File: src/rtl/pcie_tx_arbiter_if.sv
// Bundles both user TLP sources, the core transmit stream and the config handshake.
// The arbiter connects through modport master (it drives the core-side stream); the environment uses slave.
interface pcie_tx_arbiter_if;
    logic [63:0] cpl_tdata;
    logic [7:0]  cpl_tkeep;
    logic        cpl_tlast;
    logic [3:0]  cpl_tuser;
    logic        cpl_tvalid;
    logic        cpl_tready;

    logic [63:0] mwr_tdata;
    logic [7:0]  mwr_tkeep;
    logic        mwr_tlast;
    logic [3:0]  mwr_tuser;
    logic        mwr_tvalid;
    logic        mwr_tready;

    logic [63:0] s_axis_tx_tdata;
    logic [7:0]  s_axis_tx_tkeep;
    logic        s_axis_tx_tlast;
    logic [3:0]  s_axis_tx_tuser;
    logic        s_axis_tx_tvalid;
    logic        s_axis_tx_tready;

    logic        tx_cfg_req;
    logic        tx_cfg_gnt;
    logic        tx_err;

    modport master (
        input  cpl_tdata, cpl_tkeep, cpl_tlast, cpl_tuser, cpl_tvalid,
        output cpl_tready,
        input  mwr_tdata, mwr_tkeep, mwr_tlast, mwr_tuser, mwr_tvalid,
        output mwr_tready,
        output s_axis_tx_tdata, s_axis_tx_tkeep, s_axis_tx_tlast, s_axis_tx_tuser, s_axis_tx_tvalid,
        input  s_axis_tx_tready,
        input  tx_cfg_req,
        output tx_cfg_gnt, tx_err
    );

    modport slave (
        output cpl_tdata, cpl_tkeep, cpl_tlast, cpl_tuser, cpl_tvalid,
        input  cpl_tready,
        output mwr_tdata, mwr_tkeep, mwr_tlast, mwr_tuser, mwr_tvalid,
        input  mwr_tready,
        input  s_axis_tx_tdata, s_axis_tx_tkeep, s_axis_tx_tlast, s_axis_tx_tuser, s_axis_tx_tvalid,
        output s_axis_tx_tready,
        output tx_cfg_req,
        input  tx_cfg_gnt, tx_err
    );
endinterface

File: src/rtl/pcie_tx_arbiter.sv
// Shares the PCIe core TX stream between completion (cpl) and master-request (mwr) TLP sources plus core config traffic.
// Latency: one cycle from IDLE to grant, then zero-latency combinational mux; one idle bubble between TLPs.
// Backpressure: core tready passes straight to the granted source only; PCIE_TX_ARB_STRICT_CPL_EN makes cpl win every tie.
module pcie_tx_arbiter #(
    parameter int MAX_BEATS = 130
) (
    input  logic               user_clk,
    input  logic               user_reset_n,
    pcie_tx_arbiter_if.master  tx
);

    localparam int CNT_W = $clog2(MAX_BEATS + 2);
    localparam logic [CNT_W-1:0] CNT_MAX = CNT_W'(MAX_BEATS);
    localparam logic [CNT_W-1:0] CNT_SAT = CNT_W'(MAX_BEATS + 1);

    typedef enum logic [1:0] {IDLE, CFG, CPL, MWR} state_t;

    typedef struct packed {
        logic [63:0] tdata;
        logic [7:0]  tkeep;
        logic        tlast;
        logic [3:0]  tuser;
    } beat_t;

    state_t           state_q, state_d;
    logic             last_mwr_q, last_mwr_d;
    logic [CNT_W-1:0] cnt_q, cnt_d;
    logic             gnt_q;
    logic             err_q, err_d;

    beat_t cpl_beat, mwr_beat, out_beat;
    logic  out_vld, out_fire, cpl_rdy, mwr_rdy;

    assign cpl_beat = {tx.cpl_tdata, tx.cpl_tkeep, tx.cpl_tlast, tx.cpl_tuser};
    assign mwr_beat = {tx.mwr_tdata, tx.mwr_tkeep, tx.mwr_tlast, tx.mwr_tuser};

    // Datapath: only the granted source reaches the core; everything else reads as zero.
    always_comb begin
        out_beat = '0;
        out_vld  = 1'b0;
        cpl_rdy  = 1'b0;
        mwr_rdy  = 1'b0;
        case (state_q)
            CPL: begin
                out_beat = cpl_beat;
                out_vld  = tx.cpl_tvalid;
                cpl_rdy  = tx.s_axis_tx_tready;
            end
            MWR: begin
                out_beat = mwr_beat;
                out_vld  = tx.mwr_tvalid;
                mwr_rdy  = tx.s_axis_tx_tready;
            end
            default: ;
        endcase
    end

    assign out_fire = out_vld & tx.s_axis_tx_tready;

    always_comb begin
        state_d    = state_q;
        last_mwr_d = last_mwr_q;
        cnt_d      = cnt_q;
        err_d      = err_q;
        case (state_q)
            IDLE: begin
                if (tx.tx_cfg_req)
                    state_d = CFG;
                else if (tx.cpl_tvalid && !tx.mwr_tvalid)
                    state_d = CPL;
                else if (tx.mwr_tvalid && !tx.cpl_tvalid)
                    state_d = MWR;
                else if (tx.cpl_tvalid && tx.mwr_tvalid)
`ifdef PCIE_TX_ARB_STRICT_CPL_EN
                    state_d = CPL;
`else
                    state_d = last_mwr_q ? CPL : MWR;
`endif
            end
            CFG: begin
                if (!tx.tx_cfg_req)
                    state_d = IDLE;
            end
            CPL, MWR: begin
                if (out_fire) begin
                    if (out_beat.tlast) begin
                        state_d    = IDLE;
                        last_mwr_d = (state_q == MWR);
                        cnt_d      = '0;
                    end else begin
                        // Oversize TLPs still pass through; the flag only reports them.
                        if (cnt_q == CNT_MAX)
                            err_d = 1'b1;
                        if (cnt_q != CNT_SAT)
                            cnt_d = cnt_q + 1'b1;
                    end
                end
            end
            default: state_d = IDLE;
        endcase
    end

    always_ff @(posedge user_clk or negedge user_reset_n) begin
        if (!user_reset_n) begin
            state_q    <= IDLE;
            last_mwr_q <= 1'b1;
            cnt_q      <= '0;
            gnt_q      <= 1'b0;
            err_q      <= 1'b0;
        end else begin
            state_q    <= state_d;
            last_mwr_q <= last_mwr_d;
            cnt_q      <= cnt_d;
            gnt_q      <= (state_d == CFG);
            err_q      <= err_d;
        end
    end

    assign tx.cpl_tready       = cpl_rdy;
    assign tx.mwr_tready       = mwr_rdy;
    assign tx.s_axis_tx_tvalid = out_vld;
    assign tx.s_axis_tx_tdata  = out_beat.tdata;
    assign tx.s_axis_tx_tkeep  = out_beat.tkeep;
    assign tx.s_axis_tx_tlast  = out_beat.tlast;
    assign tx.s_axis_tx_tuser  = out_beat.tuser;
    assign tx.tx_cfg_gnt       = gnt_q;
    assign tx.tx_err           = err_q;

endmodule

File: src/flat_wrapper.sv
// flat-port wrapper written by rule: the top's interface ports become plain ports
module pcie_tx_arbiter_flat 
#(
    parameter int MAX_BEATS = 130
)
  (user_clk, user_reset_n, tx_cpl_tdata, tx_cpl_tkeep, tx_cpl_tlast, tx_cpl_tuser, tx_cpl_tvalid, tx_cpl_tready, tx_mwr_tdata, tx_mwr_tkeep, tx_mwr_tlast, tx_mwr_tuser, tx_mwr_tvalid, tx_mwr_tready, tx_s_axis_tx_tdata, tx_s_axis_tx_tkeep, tx_s_axis_tx_tlast, tx_s_axis_tx_tuser, tx_s_axis_tx_tvalid, tx_s_axis_tx_tready, tx_tx_cfg_req, tx_tx_cfg_gnt, tx_tx_err);
  pcie_tx_arbiter_if tx_i ();
  input  logic user_clk;
  input  logic user_reset_n;
  input wire logic [$bits(tx_i.cpl_tdata)-1:0] tx_cpl_tdata;
  input wire logic [$bits(tx_i.cpl_tkeep)-1:0] tx_cpl_tkeep;
  input wire logic [$bits(tx_i.cpl_tlast)-1:0] tx_cpl_tlast;
  input wire logic [$bits(tx_i.cpl_tuser)-1:0] tx_cpl_tuser;
  input wire logic [$bits(tx_i.cpl_tvalid)-1:0] tx_cpl_tvalid;
  output wire logic [$bits(tx_i.cpl_tready)-1:0] tx_cpl_tready;
  input wire logic [$bits(tx_i.mwr_tdata)-1:0] tx_mwr_tdata;
  input wire logic [$bits(tx_i.mwr_tkeep)-1:0] tx_mwr_tkeep;
  input wire logic [$bits(tx_i.mwr_tlast)-1:0] tx_mwr_tlast;
  input wire logic [$bits(tx_i.mwr_tuser)-1:0] tx_mwr_tuser;
  input wire logic [$bits(tx_i.mwr_tvalid)-1:0] tx_mwr_tvalid;
  output wire logic [$bits(tx_i.mwr_tready)-1:0] tx_mwr_tready;
  output wire logic [$bits(tx_i.s_axis_tx_tdata)-1:0] tx_s_axis_tx_tdata;
  output wire logic [$bits(tx_i.s_axis_tx_tkeep)-1:0] tx_s_axis_tx_tkeep;
  output wire logic [$bits(tx_i.s_axis_tx_tlast)-1:0] tx_s_axis_tx_tlast;
  output wire logic [$bits(tx_i.s_axis_tx_tuser)-1:0] tx_s_axis_tx_tuser;
  output wire logic [$bits(tx_i.s_axis_tx_tvalid)-1:0] tx_s_axis_tx_tvalid;
  input wire logic [$bits(tx_i.s_axis_tx_tready)-1:0] tx_s_axis_tx_tready;
  input wire logic [$bits(tx_i.tx_cfg_req)-1:0] tx_tx_cfg_req;
  output wire logic [$bits(tx_i.tx_cfg_gnt)-1:0] tx_tx_cfg_gnt;
  output wire logic [$bits(tx_i.tx_err)-1:0] tx_tx_err;
  assign tx_i.cpl_tdata = tx_cpl_tdata;
  assign tx_i.cpl_tkeep = tx_cpl_tkeep;
  assign tx_i.cpl_tlast = tx_cpl_tlast;
  assign tx_i.cpl_tuser = tx_cpl_tuser;
  assign tx_i.cpl_tvalid = tx_cpl_tvalid;
  assign tx_cpl_tready = tx_i.cpl_tready;
  assign tx_i.mwr_tdata = tx_mwr_tdata;
  assign tx_i.mwr_tkeep = tx_mwr_tkeep;
  assign tx_i.mwr_tlast = tx_mwr_tlast;
  assign tx_i.mwr_tuser = tx_mwr_tuser;
  assign tx_i.mwr_tvalid = tx_mwr_tvalid;
  assign tx_mwr_tready = tx_i.mwr_tready;
  assign tx_s_axis_tx_tdata = tx_i.s_axis_tx_tdata;
  assign tx_s_axis_tx_tkeep = tx_i.s_axis_tx_tkeep;
  assign tx_s_axis_tx_tlast = tx_i.s_axis_tx_tlast;
  assign tx_s_axis_tx_tuser = tx_i.s_axis_tx_tuser;
  assign tx_s_axis_tx_tvalid = tx_i.s_axis_tx_tvalid;
  assign tx_i.s_axis_tx_tready = tx_s_axis_tx_tready;
  assign tx_i.tx_cfg_req = tx_tx_cfg_req;
  assign tx_tx_cfg_gnt = tx_i.tx_cfg_gnt;
  assign tx_tx_err = tx_i.tx_err;
  pcie_tx_arbiter #(.MAX_BEATS(MAX_BEATS)) u_core (.user_clk(user_clk), .user_reset_n(user_reset_n), .tx(tx_i));
endmodule
File: config.mk
export PLATFORM = sky130hd
export DESIGN_NAME = pcie_tx_arbiter_flat
export DESIGN_NICKNAME = d
export VERILOG_FILES = /design/src/rtl/pcie_tx_arbiter_if.sv /design/src/rtl/pcie_tx_arbiter.sv /design/src/flat_wrapper.sv
export SDC_FILE = /design/constraint.sdc
export NUM_CORES = 1
export LEC_CHECK = 0
export BUFFER_PORTS_ARGS = -buffer_cell sky130_fd_sc_hd__buf_2
export CAP_MARGIN = 20
export CORE_AREA = 3 3 93 95
export DETAILED_ROUTE_END_ITERATION = 10
export DIE_AREA = 0 0 96 98
export PLACE_DENSITY = 0.66
export SYNTH_ARGS = -nofsm -noshare
export SYNTH_HDL_FRONTEND = slang
export SYNTH_SLANG_ARGS = --single-unit
File: constraint.sdc
create_clock -name user_clk -period 4.6 [get_ports user_clk]
set_clock_uncertainty 0.1 [all_clocks]
set_input_delay 0.69 -clock user_clk [delete_from_list [all_inputs] [get_ports user_clk]]
set_output_delay 0.69 -clock user_clk [all_outputs]
set_load 0.02 [all_outputs]
# Word-level counts from Yosys, hierarchy flattened
# Cells that the tools add are included.
# totals
inputBits,160
ff_bits,13
output_inout_bits,82
# op_classes
n_addsub,1
eq_ne,6
mux,15
n_reduce_logical,11
bitwise_logic,2
# ops
op,n
case mux 77 bit (2 select lines),1
2-to-1 mux 8 bit,2
2-to-1 mux 2 bit,7
"adder 8 x 1 -> 8 bit, second input constant",1
"equality test 8 bit, second input constant",1
"!= test 8 bit, second input constant",1
case mux 2 bit (3 select lines),1
AND reduction 3 bit,2
"equality test 2 x 1 -> 1 bit, second input constant",2
"equality test 2 bit, second input constant",2
AND reduction 4 bit,1
logical AND 1 bit,3
2-to-1 mux 1 bit,3
zero test 1 bit,2
zero test 2 bit,1
case mux 1 bit (2 select lines),1
nonzero test 2 bit,1
OR reduction 2 bit,1
AND 1 bit,1
inverter 1 bit,1

# Longest topological paths before layout
# Gate-level depths: netlist of the first run.
# logic_depth
depth_word,7
ltp_mapped,5
ltp_nobuf,5

# Worst setup path after synthesis of the first run
# Ideal clock, no wire load.
# synth_path
kind,register to output
start,reg u_core.state_q[1]
end,out tx_s_axis_tx_tdata[0]
path_stages_with_launch,4
t_required_ns,3.810
setup_slack_ns,2.544
arrival_ns,1.266
path_cell_list,dfrtp_1 -> clkbuf_1 -> clkbuf_1 -> nor2b_1
# synth_between
elab_chain_len,2
word_cells_on_any_way,3
# synth_rtl
item,line,text
from (decl),pcie_tx_arbiter.sv:25,"state_t state_q, state_d;"
from (signal assigned),pcie_tx_arbiter.sv:111,state_q <= state_d;
equality test 2 bit,pcie_tx_arbiter.sv:43,case (state_q)
case mux 77 bit (2 select lines) *,pcie_tx_arbiter.sv:43,
to (decl),flat_wrapper.sv:22,output wire logic [$bits(tx_i.s_axis_tx_tdata)-1:0] tx_s_axis_tx_tdata;
# Mark *: on every way between the ends. The rest lies on a longest branch, timed or not.

# Worst setup path in the final report of the first run
# layout_path
start,reg u_core.state_q[0]
end,out tx_s_axis_tx_tdata[60]
# The elaborated chain is that of the path after synthesis.

==> out/qor.yml, run 1 <==
outcome: "complete, no violations"
finalCritPeriodShare_pct: 69.32
netlist_area_um2: 2053
dieArea_um2: 9408
root_buffer: "clkbuf_8"
worst-slew-pin-transition_ns: 0.8810
cts_htree_levels: 1
start_util_pct: 26.30
cts_resized: 0
core_um2: 7807
max_stage_delay_ns: 0.97
drtIter0Drc: 47
clk_pin_slew_ns: 0.05
post-dp-hpwl_um: 7342
clkSinkCount: 13
cts_hold_buf: 0
required_ns: 3.81
pre_cts_slack_ns: 1.657
synth-seq-area-share_pct: 15.90
power.density_nw_per_um2: 562.4
wirelength_um: 8840
yosysWarningCount: 0
rsz0062_at_grt: "false"
peakVddDrop_v: 0.0003589
ios: 242
gp_congestion: 0.9223
fin_area_um2: 3381
place_inst: 571
grt_usage_pct: 16.83
synthCells: 246
worst_slack_ns: 1.411
worst_setup_path_start_kind: "flip-flop"
maxClockFrequency_mhz: 313.6
cts_tree: "yes"
drv_slew: 0
path_class: "flip-flop to output port"
timing.slew.headroom_pct: 41.26
p_leak_nw: 1.882
wl_per_cell_um: 15.35
fin_crit_ns: 3.189
fin_nets: 637
crit_path_end_kind: "output port"
io_buffers: 241
rows: 32
postCtsSetupBuffers: 0
syn2layout_area_growth_pct: 64.66
diodes: 0
drc: 0
ys_types: 38
report.power.total_mw: 1.901
grt-ovfl-total: 0
finalSetupTns_ns: 0
crit_chain: "buf_4 > mux2i_1 > nor2b_1 > buf_2"
path_buf_inv: 2
avgSynthCellArea_um2: 8.346
cp_slowest_cell: "dfrtp_4"
ys_ff_latch: 13
via_per_inst: 4.656
fin_util_pct: 43.30
firstDrtPassIters: 4
final_cells: 576
antenna_found_initial: 0
antenna_left: 0
holdWs_ns: 0.2254
final_layout_size_suffix_gt1_share_pct: 53.59
grt_pass1_wl_um: 12710
num_vias: 2682
grt_max_degree: 89
hold_viol: 0
clockBufferDepth: 2
die_h_um: 98
worstPathArrival_ns: 2.40
critPathTopFamily: "flip-flops"
cts_buffers: 3
mostFrequentLayoutCell: "buf_2"
clock_latency_ns: 0.24
chipWidth_um: 96
max-cap-violations: 0
placed_area_um2: 3316
synth_nets: 408
setup_viol: 0
crit_fanout: 57
mostFrequentLayoutCells: "241 x buf_2, 78 x mux2i_1, 77 x nor2b_1"
hold_path_class: "input port to async pin"
grt_pass1_vias: 2606
## cell families after synthesis
logic type,after synthesis,share of synthesized area (%)
AOI/OAI and AO/OA,26,8.532
DFF,13,15.91
muxes,79,38.57
buffers and inverters,25,5.180
adders and majority gates,2,1.219
and+or+nand+nor,101,30.59
## Yosys cell counts (all sizes together)
master	count	area (µm²)
dfrtp	12	300.3
o21bai	1	7.510
a41o	2	20.02
nor4	2	12.51
o32ai	1	8.760
or4	1	11.26
ha	2	25.02
a211o	1	8.760
nor3	1	5.000
and2	1	6.260
o21ai	7	35.03
o31ai	1	7.510
and4	1	8.760
nand3	2	10.01
mux2i	78	780.8
mux2	1	11.26
a21boi	1	7.510
nand2	7	28.78
o41ai	2	17.52
clkbuf	9	33.78
dfstp	1	26.28
a21oi	4	20.02
a2bb2oi	1	8.760
nor2b	77	481.7
nand4	1	6.260
or2	1	6.260
nor2	3	11.26
a31oi	1	6.260
buf	10	50.05
o22ai	2	12.51
and3	2	13.77
nor3b	2	26.28
inv	6	22.52
a22oi	2	15.01
## registers in the layout, summed over array words and instances, names as in the netlist
name and cells:
u_core.tx.tx_cfg_gnt 1, u_core.cnt_q 8, u_core.state_q 2, u_core.tx.tx_err 1, u_core.last_mwr_q 1
## final timing paths
path | from | to | slack, ns | cells after the start
hold reg to reg | u_core.tx.tx_err | u_core.tx.tx_err | 0.37 | 1
setup / recovery | u_core.state_q[0] | tx_s_axis_tx_tdata[60] | 1.41 | 4
max in group asynchronous | user_reset_n | u_core.last_mwr_q | 3.89 | 1
hold / removal | user_reset_n | u_core.cnt_q[7] | 0.23 | 1
setup reg to reg | u_core.state_q[0] | u_core.cnt_q[2] | 2.12 | 4
min in group user_clk | u_core.tx.tx_err | u_core.tx.tx_err | 0.37 | 1
## final cells by class
type | count | area [µm²]
tap | 102 | 127.6
inverter | 6 | 22.52
timing repair buffer | 243 | 1234
clock buffer | 4 | 45.04
fill | 812 | 4427
multi-input combinational | 208 | 1620
sequential | 13 | 331.6
## report_power, final
group	total, mW	leakage, nW	switching, mW	internal (mW)
Sequential	0.305	0.163	0.150	0.154
Combinational	1.49	1.70	0.851	0.643
Clock	0.102	0.0228	0.0404	0.0612
## metal layers
layer	GRT usage, %	part of all wire [%]	vias to the layer above
met1	19.62	38	1188
met2	30.06	48	164
met4	3.392	1.5	0
li1	-	-	1315
met5	0	0	-
met3	4.854	12	15
Power figures use the tool's default switching activity.
==> run 2: changes to the inputs <==
Settings changed: CORE_AREA 3 3 93 95 to 3 3 92 94, DIE_AREA 0 0 96 98 to 0 0 95 97, PLACE_DENSITY 0.66 to 0.67.
Clock period 4.6 ns to 3.1 ns, I/O delays scaled along.
==> run 2 against run 1 <==
Sequential power up 36%. Hold slack worse by 0.22 ns. Critical endpoint is now tx_s_axis_tx_tlast. First-iteration DRC count up 36%. Wire length up 7.8%. Utilization up 0.64 points. Highest routed layer unchanged.
==> out/qor.yml, run 2 (same netlist as run 1, synthesis figures left out) <==
hold_path_class: "input port to async pin"  # unchanged
worst_slack_ns: 0.6406  # was 1.411 ns
grt_pass1_wl_um: 14010  # was 12,710 µm
reg_top3: "u_core.cnt_q x8, u_core.state_q x2"  # unchanged
path_class: "flip-flop to output port"  # unchanged
final_layout_size_suffix_gt1_share_pct: 53.78  # was 53.59%
grt-ovfl-total: 0  # unchanged
drc: 0  # unchanged
cts_tree: "yes"  # unchanged
syn2layout_area_growth_pct: 65.39  # was 64.66%
finalSetupTns_ns: 0  # unchanged
grt_usage_pct: 19.32  # was 16.83%
crit_path_end_kind: "output port"  # unchanged
firstDrtPassIters: 4  # unchanged
core_um2: 7727  # was 7807 µm²
ios: 242  # unchanged
drv_slew: 0  # unchanged
timing.slew.headroom_pct: 65.71  # was 41.26%
chipWidth_um: 95  # was 96 µm
grt_max_degree: 40  # was 89
wl_per_cell_um: 16.49  # was 15.35 µm
peakVddDrop_v: 0.0003982  # was 0.0003589 V
finalCritPeriodShare_pct: 79.34
via_per_inst: 4.704  # was 4.656
root_buffer: "clkbuf_8"  # unchanged
cts_resized: 0  # unchanged
antenna_found_initial: 0  # unchanged
setup_viol: 0  # unchanged
power.density_nw_per_um2: 846.9  # was 562.4 nW/µm²
antenna_left: 0  # unchanged
io_buffers: 241  # unchanged
rows: 32  # unchanged
clk_pin_slew_ns: 0.06  # was 0.05 ns
outcome: "complete, no violations"  # unchanged
mostFrequentLayoutCells: "241 x buf_2, 78 x mux2i_1, 77 x nor2b_1"  # unchanged
required_ns: 2.53  # was 3.81 ns
clkSinkCount: 13  # unchanged
cts_buffers: 3  # unchanged
worstPathArrival_ns: 1.89  # was 2.40 ns
grt_pass1_vias: 2731  # was 2,606
rsz0062_at_grt: "false"  # unchanged
worst-slew-pin-transition_ns: 0.5143  # was 0.8810 ns
fin_nets: 639  # was 637
worst_setup_path_start_kind: "flip-flop"  # unchanged
num_vias: 2719  # was 2,682
clockBufferDepth: 2  # unchanged
multi_input_area_um2: 1620  # unchanged
postCtsSetupBuffers: 0  # unchanged
drtIter0Drc: 64  # was 47
dieArea_um2: 9215  # was 9408 µm²
p_leak_nw: 1.890  # was 1.882 nW
fillers: 796  # was 812
fin_crit_ns: 2.459
register_area_um2: 331.6  # unchanged
start_util_pct: 26.57  # was 26.30%
cts_hold_buf: 0  # unchanged
fin_area_um2: 3396  # was 3381 µm²
rrSetupSlack_ns: 0.96  # was 2.12 ns
placed_area_um2: 3351  # was 3316 µm²
die_h_um: 97  # was 98 µm
clock_latency_ns: 0.24  # about the same
mostFrequentLayoutCell: "buf_2"  # unchanged
crit_fanout: 29  # was 57
largest_reg_flops: 8  # unchanged
fin_util_pct: 43.94  # was 43.30%
wirelength_um: 9530  # was 8840 µm
max-cap-violations: 0  # unchanged
pre_cts_slack_ns: 0.9090  # was 1.657 ns
diodes: 0  # unchanged
regMostFlops: "u_core.cnt_q"  # unchanged
hold_viol: 0  # unchanged
cts_htree_levels: 1  # unchanged
post-dp-hpwl_um: 8042  # was 7342 µm
gp_congestion: 0.9141  # was 0.9223
report.power.total_mw: 2.876  # was 1.901 mW
maxClockFrequency_mhz: 406.6
## run 2: changes by cell type in the layout (fill, tap and decap cells not counted)
cell,before,now
buf_4,1,3
## run 2: final cells by class
type	count	area share [%]
clock buffers	4	1.326
inverters	6	0.6632
multi-input cells	208	47.72
flip-flops and latches	13	9.764
well taps	102	3.758
repair buffers	245	36.77
## run 2: final timing paths
path	start	endpoint	depth (start not counted)
worst max-delay path	u_core.state_q[0]	tx_s_axis_tx_tlast	4
worst min-delay path	user_reset_n	u_core.cnt_q[3]	1
worst max register to register	u_core.state_q[0]	u_core.tx.tx_cfg_gnt	4
worst min register to register	u_core.cnt_q[7]	u_core.cnt_q[7]	1
max in group asynchronous	user_reset_n	u_core.last_mwr_q	1
min in group user_clk	u_core.cnt_q[7]	u_core.cnt_q[7]	1
## run 2: power by group
group          internal [mW]  leakage (nW)  switching (mW)
Clock                 0.0908        0.0228          0.0633
Combinational          0.963          1.70            1.34
Sequential             0.230         0.163           0.184
Total                   1.28          1.89            1.59
## run 2: metrics by stage
step	hold slack (ns)	cells
floorplan	0.06941	246
global placement	0.2615	574
detailed placement	0.2754	574
CTS	0.01240	578
global route	0.02020	578
finish	0.004259	578
## run 2: worst max-delay path, stage by stage (launching register included)
cell,delay [ns]
dfrtp_4,0.76
mux2_2,0.45
nand2_2,0.15
inv_1,0.11
buf_2,0.17
## run 2: per-layer routing
layer  global-route usage (%)  vias up  wire length (µm)
met5                        0        -                 0
met1                    22.69     1210              3696
met4                    3.441        0               126
met2                    34.33      179              4547
li1                         -     1318                 -
met3                    5.910       12              1160
==> run 3: changes to the inputs <==
Settings changed: CORE_AREA 3 3 92 94 to 3 3 93 95, DIE_AREA 0 0 95 97 to 0 0 96 98, PLACE_DENSITY 0.67 to 0.68.
Clock period 3.1 ns to 2.1 ns, I/O delays scaled along.
==> run 3 against run 2 <==
Clock power up 49%. Global-route usage down 3.0 points. Sequential power up 12%. Critical path type unchanged. Highest routed layer unchanged.
==> out/qor.yml, run 3 (same netlist as run 1, synthesis figures left out) <==
pre_cts_slack_ns: 0.3372  # was 0.9090 ns
grt_usage_pct: 16.34  # was 19.32%
cp_slowest_cell: "dfrtp_4"  # unchanged
antenna_left: 0  # unchanged
chipWidth_um: 96  # was 95 µm
r2r-start: "u_core.state_q[0]"  # unchanged
syn2layout_area_growth_pct: 67.21  # was 65.39%
required_ns: 1.68  # was 2.53 ns
ios: 242  # unchanged
drtIter0Drc: 20  # was 64
clockBufferDepth: 2  # unchanged
postCtsSetupBuffers: 0  # unchanged
grt-ovfl-total: 0  # unchanged
grt_max_degree: 53  # was 40
worst-slew-pin-transition_ns: 0.3892  # was 0.5143 ns
reg_top3: "u_core.cnt_q x8, u_core.state_q x2"  # unchanged
io_buffers: 241  # unchanged
hold_depth: 2
worst_slack_ns: 0.1399  # was 0.6406 ns
wirelength_um: 8484  # was 9530 µm
power.density_nw_per_um2: 1227  # was 846.9 nW/µm²
hold_start: "tx_mwr_tlast"
hold_viol: 0  # unchanged
rsz0062_at_grt: "false"  # unchanged
hold_path_class: "input port to flip-flop"  # was input port to async pin
clk_pin_slew_ns: 0.06  # about the same
timing.slew.headroom_pct: 73.31  # was 65.71%
fin_util_pct: 43.97  # was 43.94%
antenna_found_initial: 0  # unchanged
max-cap-violations: 0  # unchanged
drv_slew: 0  # unchanged
worstHoldEndpoint: "u_core.last_mwr_q"
fin_crit_ns: 1.960
crit_chain: "mux2_2 > nand2_2 > inv_1 > buf_2"  # unchanged
cts_buffers: 3  # unchanged
crit_path_end_kind: "output port"  # unchanged
regMostFlops: "u_core.cnt_q"  # unchanged
largest_reg_flops: 8  # unchanged
max_stage_delay_ns: 0.47  # was 0.76 ns
mostFrequentLayoutCells: "241 x buf_2, 78 x mux2i_1, 77 x nor2b_1"  # unchanged
rows: 32  # unchanged
clock_latency_ns: 0.24  # about the same
final_layout_size_suffix_gt1_share_pct: 53.86  # was 53.78%
path_class: "flip-flop to output port"  # unchanged
outcome: "complete, no violations"  # unchanged
cts_tree: "yes"  # unchanged
finalCritPeriodShare_pct: 93.34
cts_htree_levels: 1  # unchanged
placed_area_um2: 3378  # was 3351 µm²
path_buf_inv: 2  # unchanged
r2r_end: "u_core.cnt_q[1]"  # was u_core.tx.tx_cfg_gnt
cts_resized: 0  # unchanged
p_leak_nw: 1.908  # was 1.890 nW
finalSetupTns_ns: 0  # unchanged
crit_fanout: 7  # was 29
fillers: 796  # unchanged
rrSetupSlack_ns: 0.33  # was 0.96 ns
gp_congestion: 0.8540  # was 0.9141
drc: 0  # unchanged
grt_pass1_wl_um: 12480  # was 14,010 µm
critPathTopFamily: "flip-flops"  # unchanged
worstPathArrival_ns: 1.55  # was 1.89 ns
post-dp-hpwl_um: 7202  # was 8042 µm
clkSinkCount: 13  # unchanged
grt_pass1_vias: 2691  # was 2,731
die_h_um: 98  # was 97 µm
fin_area_um2: 3433  # was 3396 µm²
maxClockFrequency_mhz: 510.2
start_util_pct: 26.30  # was 26.57%
mostFrequentLayoutCell: "buf_2"  # unchanged
core_um2: 7807  # was 7727 µm²
worstRegToRegCells: 4  # unchanged
fin_nets: 642  # was 639
dieArea_um2: 9408  # was 9215 µm²
firstDrtPassIters: 4  # unchanged
setup_viol: 0  # unchanged
worst_setup_path_start_kind: "flip-flop"  # unchanged
via_per_inst: 4.639  # was 4.704
peakVddDrop_v: 0.0005817  # was 0.0003982 V
wl_per_cell_um: 14.60  # was 16.49 µm
num_vias: 2695  # was 2,719
root_buffer: "clkbuf_8"  # unchanged
diodes: 0  # unchanged
-- run 3: changes by cell type in the layout (fill, tap and decap cells not counted), sizes merged --
cell and change:
buf +2, dlygate4sd3 +1
-- run 3: worst register-to-register path, delay by kind of cell (launching register included) --
kind	cells	cell delay, ns
AOI/OAI and AO/OA	2	0.48
and+or+nand+nor	1	0.39
muxes	1	0.21
DFF	1	0.52
-- run 3: timing repair --
action	4_1_cts	5_1_grt
hold buffers	1	0
endpoints found under the hold margin	12	0
setup endpoints to repair	0	0
-- run 3: final cells by class --
type | instances | area [µm²] | area share (%)
clock buffer | 4 | 45.04 | 1.312
inverter | 6 | 22.52 | 0.6560
multi-input combinational | 208 | 1620 | 47.19
sequential | 13 | 331.6 | 9.657
tap | 102 | 127.6 | 3.717
timing repair buffer | 248 | 1286 | 37.46
-- run 3: worst max path at each step --
stage                                 end               from  slack (ns)  cells past startpoint
detailed placement        u_core.cnt_q[1]  u_core.state_q[0]        0.34                      4
finish                 tx_s_axis_tx_tlast  u_core.state_q[0]        0.14                      4
global placement          u_core.cnt_q[1]    u_core.cnt_q[4]        0.37                      4
CTS                 tx_s_axis_tx_tuser[2]  u_core.state_q[0]        0.09                      4
floorplan           tx_s_axis_tx_tdata[0]  u_core.state_q[1]        0.42                      3
global route        tx_s_axis_tx_tuser[2]  u_core.state_q[0]        0.05                      4
-- run 3: metrics by stage --
stage | cells | power (mW) | hold WS, ns
after detailed placement | 576 | 4.022 | 0.1216
final | 581 | 4.213 | 0.2753
after global placement | 576 | 3.973 | 0.1180
after floorplan | 246 | 2.898 | -0.08059
after global routing | 581 | 4.541 | 0.2856
after CTS | 581 | 4.267 | 0.2700
-- run 3: metal layers --
layer / vias up / track usage [%] / wire length (µm)
met5: - / 0 / 0
met4: 0 / 4.595 / 163
met3: 17 / 4.391 / 959
met2: 153 / 29.95 / 4116
met1: 1198 / 18.00 / 3245
li1: 1327 / - / -
-- run 3: power breakdown --
part,leakage (nW),switching (mW),internal (mW)
logic,1.72,2.06,1.46
registers,0.163,0.121,0.342
clock network,0.0228,0.0958,0.134
